===== src/rtl/lcd_script_sequencer.sv =====
// HD44780-style LCD write sequencer. Walks a 9-bit {rs, data} script from a
// synchronous-read memory and interleaves single writes from a command port.
// Each write is driven as: setup (EN low), enable pulse, hold, execution wait.
module lcd_script_sequencer #(
  parameter int unsigned ADDR_W    = 6,
  parameter int unsigned LAST_ADDR = 63,
  parameter logic [8:0]  END_CODE  = 9'h1FF,
  parameter int unsigned T_PWRUP   = 750000,
  parameter int unsigned T_SETUP   = 2,
  parameter int unsigned T_EN      = 25,
  parameter int unsigned T_HOLD    = 2,
  parameter int unsigned T_SHORT   = 2500,
  parameter int unsigned T_LONG    = 82000
) (
  input  logic              clk,
  input  logic              rst,
  input  logic              start,
  output logic              busy,
  output logic              done,
  output logic [ADDR_W-1:0] rd_addr,
  input  logic [8:0]        rd_data,
  input  logic              cmd_valid,
  output logic              cmd_ready,
  input  logic              cmd_rs,
  input  logic [7:0]        cmd_data,
  output logic [7:0]        DATA,
  output logic              RS,
  output logic              RW,
  output logic              EN,
  output logic              ON
);

  // Timer must hold the largest terminal count of any timed state.
  localparam int unsigned TMaxA = (T_PWRUP > T_LONG) ? T_PWRUP : T_LONG;
  localparam int unsigned TMaxB = (T_SHORT > T_EN) ? T_SHORT : T_EN;
  localparam int unsigned TMaxC = (T_SETUP > T_HOLD) ? T_SETUP : T_HOLD;
  localparam int unsigned TMaxD = (TMaxA > TMaxB) ? TMaxA : TMaxB;
  localparam int unsigned TMax  = (TMaxD > TMaxC) ? TMaxD : TMaxC;
  localparam int unsigned TW    = $clog2(TMax + 1);

  // PWRUP also spans the reset-release cycle, so its terminal count is T_PWRUP
  // rather than T_PWRUP-1; busy/ON are then visible for exactly T_PWRUP cycles.
  localparam logic [TW-1:0] PwrupEnd = TW'(T_PWRUP);
  localparam logic [TW-1:0] SetupEnd = TW'(T_SETUP - 1);
  localparam logic [TW-1:0] PulseEnd = TW'(T_EN - 1);
  localparam logic [TW-1:0] HoldEnd  = TW'(T_HOLD - 1);
  localparam logic [TW-1:0] ShortEnd = TW'(T_SHORT - 1);
  localparam logic [TW-1:0] LongEnd  = TW'(T_LONG - 1);

  localparam logic [ADDR_W-1:0] LastAddr = ADDR_W'(LAST_ADDR);

  typedef enum logic [2:0] {
    StPwrup,
    StIdle,
    StFetch,
    StLoad,
    StSetup,
    StPulse,
    StHold,
    StWait
  } state_e;

  state_e            state_q, state_d;
  logic [TW-1:0]     timer_q, timer_d;
  logic [ADDR_W-1:0] rd_addr_q, rd_addr_d;
  logic [7:0]        data_q, data_d;
  logic              rs_q, rs_d;
  logic              active_q, active_d;
  logic              was_cmd_q, was_cmd_d;
  logic              done_q, done_d;
  logic              cmd_ready_q, cmd_ready_d;
  logic              en_q;
  logic              busy_q;
  logic              on_q;
  logic              start_q;

  logic              start_rise;
  logic              long_wr;
  logic [TW-1:0]     wait_end;
  logic              accept;

  assign start_rise = start & ~start_q;

  // Clear display (0x01) and return home (0x02/0x03) need the long execution time.
  assign long_wr  = ~rs_q && (data_q[7:2] == 6'd0) && (data_q != 8'd0);
  assign wait_end = long_wr ? LongEnd : ShortEnd;

  // Next-state, timer, script pointer and latched write contents.
  always_comb begin
    state_d     = state_q;
    timer_d     = '0;
    rd_addr_d   = rd_addr_q;
    data_d      = data_q;
    rs_d        = rs_q;
    active_d    = active_q;
    was_cmd_d   = was_cmd_q;
    done_d      = 1'b0;
    cmd_ready_d = 1'b0;
    accept      = 1'b0;

    unique case (state_q)
      StPwrup: begin
        if (timer_q == PwrupEnd) begin
          state_d = StIdle;
        end else begin
          timer_d = timer_q + 1'b1;
        end
      end

      StIdle: begin
        if (start_rise) begin
          active_d = 1'b1;
          state_d  = StFetch;
        end else if (cmd_valid) begin
          accept = 1'b1;
        end
      end

      // rd_addr is already presented; give the memory its read cycle.
      StFetch: state_d = StLoad;

      StLoad: begin
        if (rd_data == END_CODE) begin
          done_d    = 1'b1;
          rd_addr_d = '0;
          active_d  = 1'b0;
          if (cmd_valid) begin
            accept = 1'b1;
          end else begin
            state_d = StIdle;
          end
        end else begin
          data_d    = rd_data[7:0];
          rs_d      = rd_data[8];
          was_cmd_d = 1'b0;
          state_d   = StSetup;
        end
      end

      StSetup: begin
        if (timer_q == SetupEnd) begin
          state_d = StPulse;
        end else begin
          timer_d = timer_q + 1'b1;
        end
      end

      StPulse: begin
        if (timer_q == PulseEnd) begin
          state_d = StHold;
        end else begin
          timer_d = timer_q + 1'b1;
        end
      end

      StHold: begin
        if (timer_q == HoldEnd) begin
          state_d = StWait;
        end else begin
          timer_d = timer_q + 1'b1;
        end
      end

      StWait: begin
        if (timer_q != wait_end) begin
          timer_d = timer_q + 1'b1;
        end else if (!was_cmd_q && (rd_addr_q == LastAddr)) begin
          // Last script entry finished; a waiting command still gets its slot.
          done_d    = 1'b1;
          rd_addr_d = '0;
          active_d  = 1'b0;
          if (cmd_valid) begin
            accept = 1'b1;
          end else begin
            state_d = StIdle;
          end
        end else if (!was_cmd_q && active_q && cmd_valid) begin
          // Command slot after a script entry; pointer advances after it.
          accept = 1'b1;
        end else if (active_q) begin
          rd_addr_d = rd_addr_q + 1'b1;
          state_d   = StFetch;
        end else begin
          state_d = StIdle;
        end
      end

      default: state_d = StPwrup;
    endcase

    if (accept) begin
      cmd_ready_d = 1'b1;
      data_d      = cmd_data;
      rs_d        = cmd_rs;
      was_cmd_d   = 1'b1;
      state_d     = StSetup;
    end
  end

  // State and registered outputs; reset forces the LCD pins low immediately.
  always_ff @(posedge clk or posedge rst) begin
    if (rst) begin
      state_q     <= StPwrup;
      timer_q     <= '0;
      rd_addr_q   <= '0;
      data_q      <= 8'd0;
      rs_q        <= 1'b0;
      active_q    <= 1'b0;
      was_cmd_q   <= 1'b0;
      done_q      <= 1'b0;
      cmd_ready_q <= 1'b0;
      en_q        <= 1'b0;
      busy_q      <= 1'b0;
      on_q        <= 1'b0;
      start_q     <= 1'b0;
    end else begin
      state_q     <= state_d;
      timer_q     <= timer_d;
      rd_addr_q   <= rd_addr_d;
      data_q      <= data_d;
      rs_q        <= rs_d;
      active_q    <= active_d;
      was_cmd_q   <= was_cmd_d;
      done_q      <= done_d;
      cmd_ready_q <= cmd_ready_d;
      en_q        <= (state_d == StPulse);
      busy_q      <= (state_d != StIdle);
      on_q        <= 1'b1;
      // Edge detector runs in every state so edges seen while busy are dropped.
      start_q     <= start;
    end
  end

  assign busy      = busy_q;
  assign done      = done_q;
  assign rd_addr   = rd_addr_q;
  assign cmd_ready = cmd_ready_q;
  assign DATA      = data_q;
  assign RS        = rs_q;
  assign RW        = 1'b0;
  assign EN        = en_q;
  assign ON        = on_q;

endmodule


===== config.mk =====
export PLATFORM = sky130hd
export DESIGN_NAME = lcd_script_sequencer
export DESIGN_NICKNAME = d
export VERILOG_FILES = /design/src/rtl/lcd_script_sequencer.sv
export SDC_FILE = /design/constraint.sdc
export NUM_CORES = 1
export LEC_CHECK = 0
export BUFFER_PORTS_ARGS = -buffer_cell sky130_fd_sc_hd__clkbuf_2
export CORE_MARGIN = 3
export CORE_UTILIZATION = 50
export CTS_BUF_LIST = sky130_fd_sc_hd__clkbuf_2 sky130_fd_sc_hd__clkbuf_4 sky130_fd_sc_hd__clkbuf_8
export DETAILED_ROUTE_END_ITERATION = 8
export MAX_ROUTING_LAYER = met4
export PLACE_DENSITY = 0.72
export SYNTH_ARGS = -nofsm -noshare
export SYNTH_HDL_FRONTEND = slang
export SYNTH_SLANG_ARGS = --single-unit

===== constraint.sdc =====
create_clock -name clk -period 4.33 [get_ports clk]
set_input_delay 0.2165 -clock clk [delete_from_list [all_inputs] [get_ports clk]]
set_output_delay 0.2165 -clock clk [all_outputs]
set_load 0.05 [all_outputs]

# Yosys cells after proc, flatten, opt, wreduce, memory -nomap -nowiden
# Cells that the tools add are included.
# word_totals
regBits,46
inputBits,22
# op_classes
addsub,2
eq_ne,22
mux,51
n_bitwise,3
n_reduce_logical,16
# op_table
op,count
$mux 20,4
$pmux 20 s4,1
$mux 3,11
$mux 6,5
$mux 8,3
$pmux 3 s8,1
$add 20x1->20 const B,1
$eq 20x1->1 const B,1
$eq 20x20->1 const B,1
$eq 20x5->1 const B,1
$mux 1,20
$ne 20x17->1,1
$mux 17,1
$eq 3x3->1 const B,5
$pmux 6 s2,1
$ne 2x2->1 const B,5
$reduce_and 5->1,2
$eq 9x9->1 const B,1
$reduce_bool 8->1,1
$add 6x1->6 const B,1
$eq 3x2->1 const B,2
$eq 6x6->1 const B,1
$logic_not 6->1,1
$ne 3x3->1 const B,2
14 further kinds,21

# Logic depth before layout (Yosys ltp)
# Gate-level depths: netlist of run 1.
# depth
ltp_word,9
depth_mapped,9
ltp_nobuf,8

# Least setup slack after synthesis of run 1
# Ideal clock, no wire load.
# synth_path
path_type,reg2reg
from,reg rd_addr_q[0] (netlist: rd_addr[0])
to,reg rd_addr_q[2] (netlist: rd_addr[2])
arrival_ns,2.188
required_ns,4.206
path_slack_ns,2.018
stages_incl_launch_ff,8
path_buffers,0
period_less_slack_ns,2.312
cell_sequence,dfrtp_1 -> ha_1 -> nand3_1 -> nor3_1 -> o31a_1 -> nand3_1 -> a21o_1 -> a211o_1
# synth_between
elab_chain_len,6
word_cells_on_any_way,11
cone_classes,1 x add/sub; 3 x eq/ne; 5 x mux; 2 x reduce/logical
# synth_lines
element,line_no,rtl
"start, declared",65,"logic [ADDR_W-1:0] rd_addr_q, rd_addr_d;"
"start signal, assigned",219,rd_addr_q <= rd_addr_d;
$add 6x1->6,181,rd_addr_d = rd_addr_q + 1'b1;
$mux 6,180,end else if (active_q) begin
$mux 6,177,end else if (!was_cmd_q && active_q && cmd_valid) begin
$mux 6,167,end else if (!was_cmd_q && (rd_addr_q == LastAddr)) begin
$mux 6,165,if (timer_q != wait_end) begin
$pmux 6 s2,101,unique case (state_q)
# Parallel ways exist; a longest one is shown, timed or not. The select of a mux whose other input is x is not followed.
# A chain may end at the register's enable or synchronous reset.

# Worst setup path in the final report of run 1
# layout_path
from,reg timer_q[12]
to,reg timer_q[6]
# layout_between
elab_chain_len,3
word_cells_on_any_way,9
cone_classes,4 x eq/ne; 5 x mux
# layout_lines
element,line_no,rtl
"start, declared",64,"logic [TW-1:0] timer_q, timer_d;"
"start signal, assigned",218,timer_q <= timer_d;
$ne 20x17->1 (tied with other cells),165,
"$mux 20, on equally long branches",n/a,
$pmux 20 s4 (*),101,
net timer_d[6],64,
# The timed path passes the listed nets; every way through them passes the cells marked *.

==> metrics.txt, run 1 <==
R2R cell count=7; drt first pass iters=4; #FFs+latches synth=46; clk sinks=46; Final min period=2768 ps; WP depth=7; crit share post-route=63.93%; number of flops mapped to enable cells by yosys=0; synthesized instance count=267; synthesized-area fraction occupied by adder cells=1.913%; xor and xnor fraction of the mapped netlist area=6.026%; post-cts repair resize count=0; Area Growth Syn to Fin=12.53%; DR WL/cell=15.39 um; CTS Hold Bufs=0; Fmax achieved=between 300 and 400 MHz; synth top area cells=dfrtp_1, nor2_1, xor2_1, a21o_1, a22o_2; mux cell area share after synthesis=1.722%; vias per inst=5.672; first-pass GRT wire length=9804 um; status=complete, no violations; Worst-Margin Slew=925.9 ps; residual DRC count=0; compound-gate portion of the synthesized area=14.54%; crit end category=register; Slowest-stage cell, CP=or4_4; Antenna Nets Post-Route=0; Slew Limit Headroom=38.18%; Seq/Total Area, Yosys=a little over two fifths; final hold vios=0; Mean Syn Cell Area=a little under 10 um^2; hold crit path type=input port to register; detailed placement HPWL=4280 um; DRT iter0 DRCs=152; Port Buffers=41; Tot GR Track Use=about a fifth; CTS tree=built; top-level I/O count=43; number of diodes=0; Max FO, Critical Path=11; Core Footprint=approximately 5000 um^2; Critical path buffers and inverters=1; die area=~6000 um^2; crit-path cells=or4_4, nor4_2, nand4_1, a31o_1, a211oi_2, buf_4, nor2_1; Worst EP required=4520 ps; Mapped Nets=293; WHS Path Cells=1; P_leak=1.409 nW; delay-heaviest family, CP=simple AND/OR/NAND/NOR gates; share of post-route cells with drive strength above 1=25.57%; Final WS setup=1562 ps; WL final=5724 um; Layout Cells excl Fill=between 300 and 400; Clock Skew=10.73 ps; asr flop ratio synth=100.0%; CTS root buf=clkbuf_8; Max Slew Vio Count=0; Crit Path Class=register to register; top cell type's share of synthesized area=a little over two fifths; Post-synth top flop=dfrtp_1; Hold Slack=between 30 and 40 ps; count of cell types in the netlist=61; CTS buffer count=5; Clk Latency, worst-skew pair=310 ps; Synth warnings=0; cell taking the most area after synthesis=dfrtp_1; H-tree levels=2; starting density of the core=53.62%; clock buffer depth=2; simple-gate area share of the yosys netlist=27.21%; setup TNS=0 ps; Pwr Density=just over 500 nW/um^2; worst vdd ir=approximately 0.29 mV; GRT overflow=0; Clock transition at path regs=80 ps; Die Y=78.34 um; dpl cells=364; Finish-stage setup viols=0; post-CTS setup buffer count=0; initial antenna violation count=0; final net count=between 300 and 400; routability congestion estimate=0.8774; pin count of the biggest net entering global routing=47; Setup WS pre-CTS=1581 ps; combinational family with the most area after synthesis=simple AND/OR/NAND/NOR gates; CP Launch Type=register; Arrival @ worst endpoint=2960 ps; via count=2,110; number of global-route vias before repair=2,082; mapped cell area=2616 um^2; RSZ-0062 raised after global routing=false; Rows=25; die width=78.34 um; Max Cap Viol=0; max incr delay on CP=590 ps
[area by class of cell]
| type | count | area, um^2 |
|---|---|---|
| Clock buffer | 6 | 76.32 |
| Inverter | 8 | 30.03 |
| Sequential cell | 46 | 1151 |
| Tap cell | 67 | 83.83 |
| Clock inverter | 2 | 37.54 |
| Multi-Input combinational cell | 201 | 1353 |
| Timing Repair Buffer | 42 | 212.7 |
| Fill cell | 453 | 1936 |
[layer usage]
| metal | wire length [um] | share of wire [%] | GRT usage (%) | vias up |
|---|---|---|---|---|
| met5 | 0 | 0 | - | - |
| li1 | - | - | - | 1032 |
| met4 | 120 | 2.1 | 7.517 | 0 |
| met3 | 198 | 3.5 | 4.358 | 11 |
| met1 | 2659 | 46 | 27.34 | 1019 |
| met2 | 2746 | 48 | 31.93 | 48 |
[final timing paths]
| kind | slack, ps | start | end |
|---|---|---|---|
| max in group asynchronous | 3650 | rst | timer_q[18] |
| min in group asynchronous | 100 | rst | DATA[4] |
| setup / recovery | 1560 | timer_q[12] | timer_q[6] |
| hold / removal | 40 | start | start_q |
| setup reg to reg | 1560 | timer_q[12] | timer_q[6] |
| hold reg to reg | 510 | DATA[0] | DATA[0] |
[synth_stat cells (4+ instances only)]
| library cell | count |
|---|---|
| a21o_1 | 13 |
| xor2_1 | 13 |
| nand3_1 | 18 |
| a22o_2 | 9 |
| ha_1 | 4 |
| xnor2_1 | 5 |
| and2_1 | 5 |
| nand4b_1 | 4 |
| buf_4 | 5 |
| nand4_1 | 8 |
| nor3b_1 | 4 |
| nand2_1 | 14 |
| or3_1 | 4 |
| nor2_1 | 34 |
| nor3_1 | 6 |
| inv_1 | 8 |
| dfrtp_1 | 46 |
| a21oi_1 | 4 |
[power by group]
part           switching (mW)  total (mW)  internal [mW]
Combinational           0.407       0.594          0.187
Clock                   0.143       0.321          0.178
Sequential             0.0934       0.604          0.511
Total                   0.644        1.52          0.876
[sequential cells by signal (all words and copies together) (netlist names)]
name and cells:
start_q 1, active_q 1, DATA 8, done 1, state_q 3, cmd_ready 1, ON 1, timer_q 20
RS 1, was_cmd_q 1, rd_addr 6, EN 1, busy 1
[metrics by stage]
stage,instance area (um^2),utilization (%),power [mW]
after CTS,2944,60.33,1.530
after global routing,2944,60.33,1.621
after floorplan,2616,-,1.070
final,2944,60.33,1.519
after global placement,2830,58.00,1.197
after detailed placement,2830,58.00,1.205
[layout by cell type, fill, tap and decap left out, drive strengths merged, types with 6 or more instances in the layout]
cell type  netlist  final
a21o            13     13
a22o             9      9
and2             6      6
clkbuf           3     47
dfrtp           46     46
inv              8      8
nand2           14     14
nand3           18     18
nand4            9      9
nor2            35     35
nor3             6      6
xor2            13     13
[kinds of logic after synthesis]
family	after synthesis
other	2
AO/OA/AOI/OAI	48
buffers and inverters	20
multiplexers	4
XOR/XNOR	18
flip-flops	46
AND/OR/NAND/NOR	125
adder cells (fa/ha/maj)	4
Note: power is estimated with default switching activity, not from simulation.
==> run 2: changes to the inputs <==
- PLACE_DENSITY: 0.72 -> 0.75
- clock period: 4.33 -> 2.5 ns (I/O delays scaled with it)
==> metrics.txt, run 2 (synthesized netlist as in run 1, its figures left out) <==
crit-path cells=or4_4, nor4_4, nand4_1, a31o_1, a211oi_4, buf_6, nor2_1; Final min period=2398 ps (-370.4 ps); H-tree levels=2 (unchanged); die area=6136 um^2 (unchanged); max incr delay on CP=580 ps (about the same); Antenna Nets Post-Route=0 (unchanged); CTS tree=built; dpl cells=372 (+2.2%); Clock transition at path regs=80 ps (about the same); r2r startpoint=timer_q[12]; Layout Cells excl Fill=383 (+3.0%); max FFs per register=20 (unchanged); Clock Skew=11.63 ps (+0.8981 ps); R2R Setup Slk=100 ps (-1460 ps); CTS buffer count=5 (unchanged); Port Buffers=41 (unchanged); CP Launch Type=register; share of post-route cells with drive strength above 1=28.16% (+2.6 points); Area Growth Syn to Fin=16.02%; Worst EP required=2690 ps (-1830 ps); Slowest-stage cell, CP=or4_4; die width=78.34 um (unchanged); Die Y=78.34 um (unchanged); status=complete, no violations; Reg with most FFs=timer_q; detailed placement HPWL=4168 um (-2.6%); RSZ-0062 raised after global routing=false; Tot GR Track Use=20.41% (-0.36 points); Pwr Density=887.3 nW/um^2 (+72%); P_leak=1.468 nW (+4.2%); Max Cap Viol=0 (unchanged); R2R cell count=7 (unchanged); DR WL/cell=14.92 um (-3.0%); initial antenna violation count=0 (unchanged); final net count=341 (+3.3%); worst vdd ir=0.7095 mV (+150%); most frequent cells in the layout=dfrtp_1, clkbuf_2, nor2_1, nand3_1, nand2_1; clk sinks=46 (unchanged); Core Footprint=4880 um^2 (unchanged); Crit Path Class=register to register; WL final=5715 um (-0.16%); Max FO, Critical Path=8 (-3); vias per inst=5.676 (about the same); setup TNS=0 ps (unchanged); drt first pass iters=5 (+1); Clk Latency, worst-skew pair=310 ps (about the same); clock buffer depth=2 (unchanged); via count=2,174 (+3.0%); crit share post-route=95.90% (+32 points); Rows=25 (unchanged); final hold vios=0 (unchanged); crit end category=register; GRT overflow=0 (unchanged); Fmax achieved=417.1 MHz (+15%); Critical path buffers and inverters=1 (unchanged); hold crit path type=input port to asynchronous set/reset pin; number of diodes=0 (unchanged); routability congestion estimate=0.8958 (+2.1%); Max Slew Vio Count=0 (unchanged); r2r endpoint=timer_q[9]; number of global-route vias before repair=2,042 (-1.9%); starting density of the core=53.62% (unchanged); DRT iter0 DRCs=183 (+20%); top-level I/O count=43 (unchanged); Hold Slack=5.102 ps (-33.47 ps); first-pass GRT wire length=9653 um (-1.5%); delay-heaviest family, CP=simple AND/OR/NAND/NOR gates; pin count of the biggest net entering global routing=47 (unchanged); Worst-Margin Slew=943.3 ps (+17.36 ps); CTS root buf=clkbuf_8; Finish-stage setup viols=0 (unchanged); residual DRC count=0 (unchanged); Arrival @ worst endpoint=2590 ps (-370 ps); Slew Limit Headroom=37.02% (-1.2 points); commonest non-fill, non-tap cell in the layout=dfrtp_1; Finished Core Util=62.21% (+1.9 points)
==> run 2: how the worst max path moves through the flow <==
stage | from | end | cells after the start
finish | timer_q[12] | timer_q[9] | 7
global route | timer_q[12] | timer_q[13] | 7
CTS | timer_q[12] | timer_q[11] | 7
detailed placement | timer_q[12] | timer_q[11] | 7
global placement | timer_q[12] | timer_q[9] | 7
floorplan | rd_addr[0] | rd_addr[2] | 7
==> run 2: power by group <==
part	internal (mW)	switching (mW)
clock	0.234	0.247
combinational	0.416	0.763
sequential	0.885	0.148
==> run 2: per-layer routing <==
layer,GRT usage (%),wire length [um]
met1,29.62,2738
met2,28.42,2594
met3,2.982,315
met4,8.916,67
met5,-,0
==> run 2: area by class of cell <==
class | instances | area [um^2]
fillers | 426 | 1844
multi-input cells | 201 | 1369
flip-flops and latches | 46 | 1152
repair buffers | 53 | 305.3
clock buffers | 7 | 90.09
well taps | 67 | 83.83
inverters | 8 | 30.03
clock inverters | 1 | 5.005
==> run 2: timing repair <==
item / 4_1_cts / 5_1_grt
endpoints found under the setup margin: 0 / 16
resized for setup: 0 / 7
hold buffers: 1 / 0
buffers inserted: 0 / 1
endpoints found under the hold margin: 1 / 0
==> run 2: stage by stage <==
| step | setup slack (ps) | area (um^2) | power (mW) |
|---|---|---|---|
| floorplan | 188.2 | 2616 | 1.854 |
| global placement | 135.6 | 2890 | 2.122 |
| detailed placement | 127.7 | 2890 | 2.131 |
| CTS | 104.8 | 2995 | 2.614 |
| global route | 15.24 | 3035 | 2.864 |
| finish | 102.4 | 3035 | 2.693 |
==> run 2: worst reg2reg max path, stage by stage, from the launching register on <==
cell and delay [ps]:
dfrtp_2 440, or4_4 580, nor4_4 240, nand4_1 180
a31o_1 250, a211oi_4 330, buf_6 190, nor2_1 60
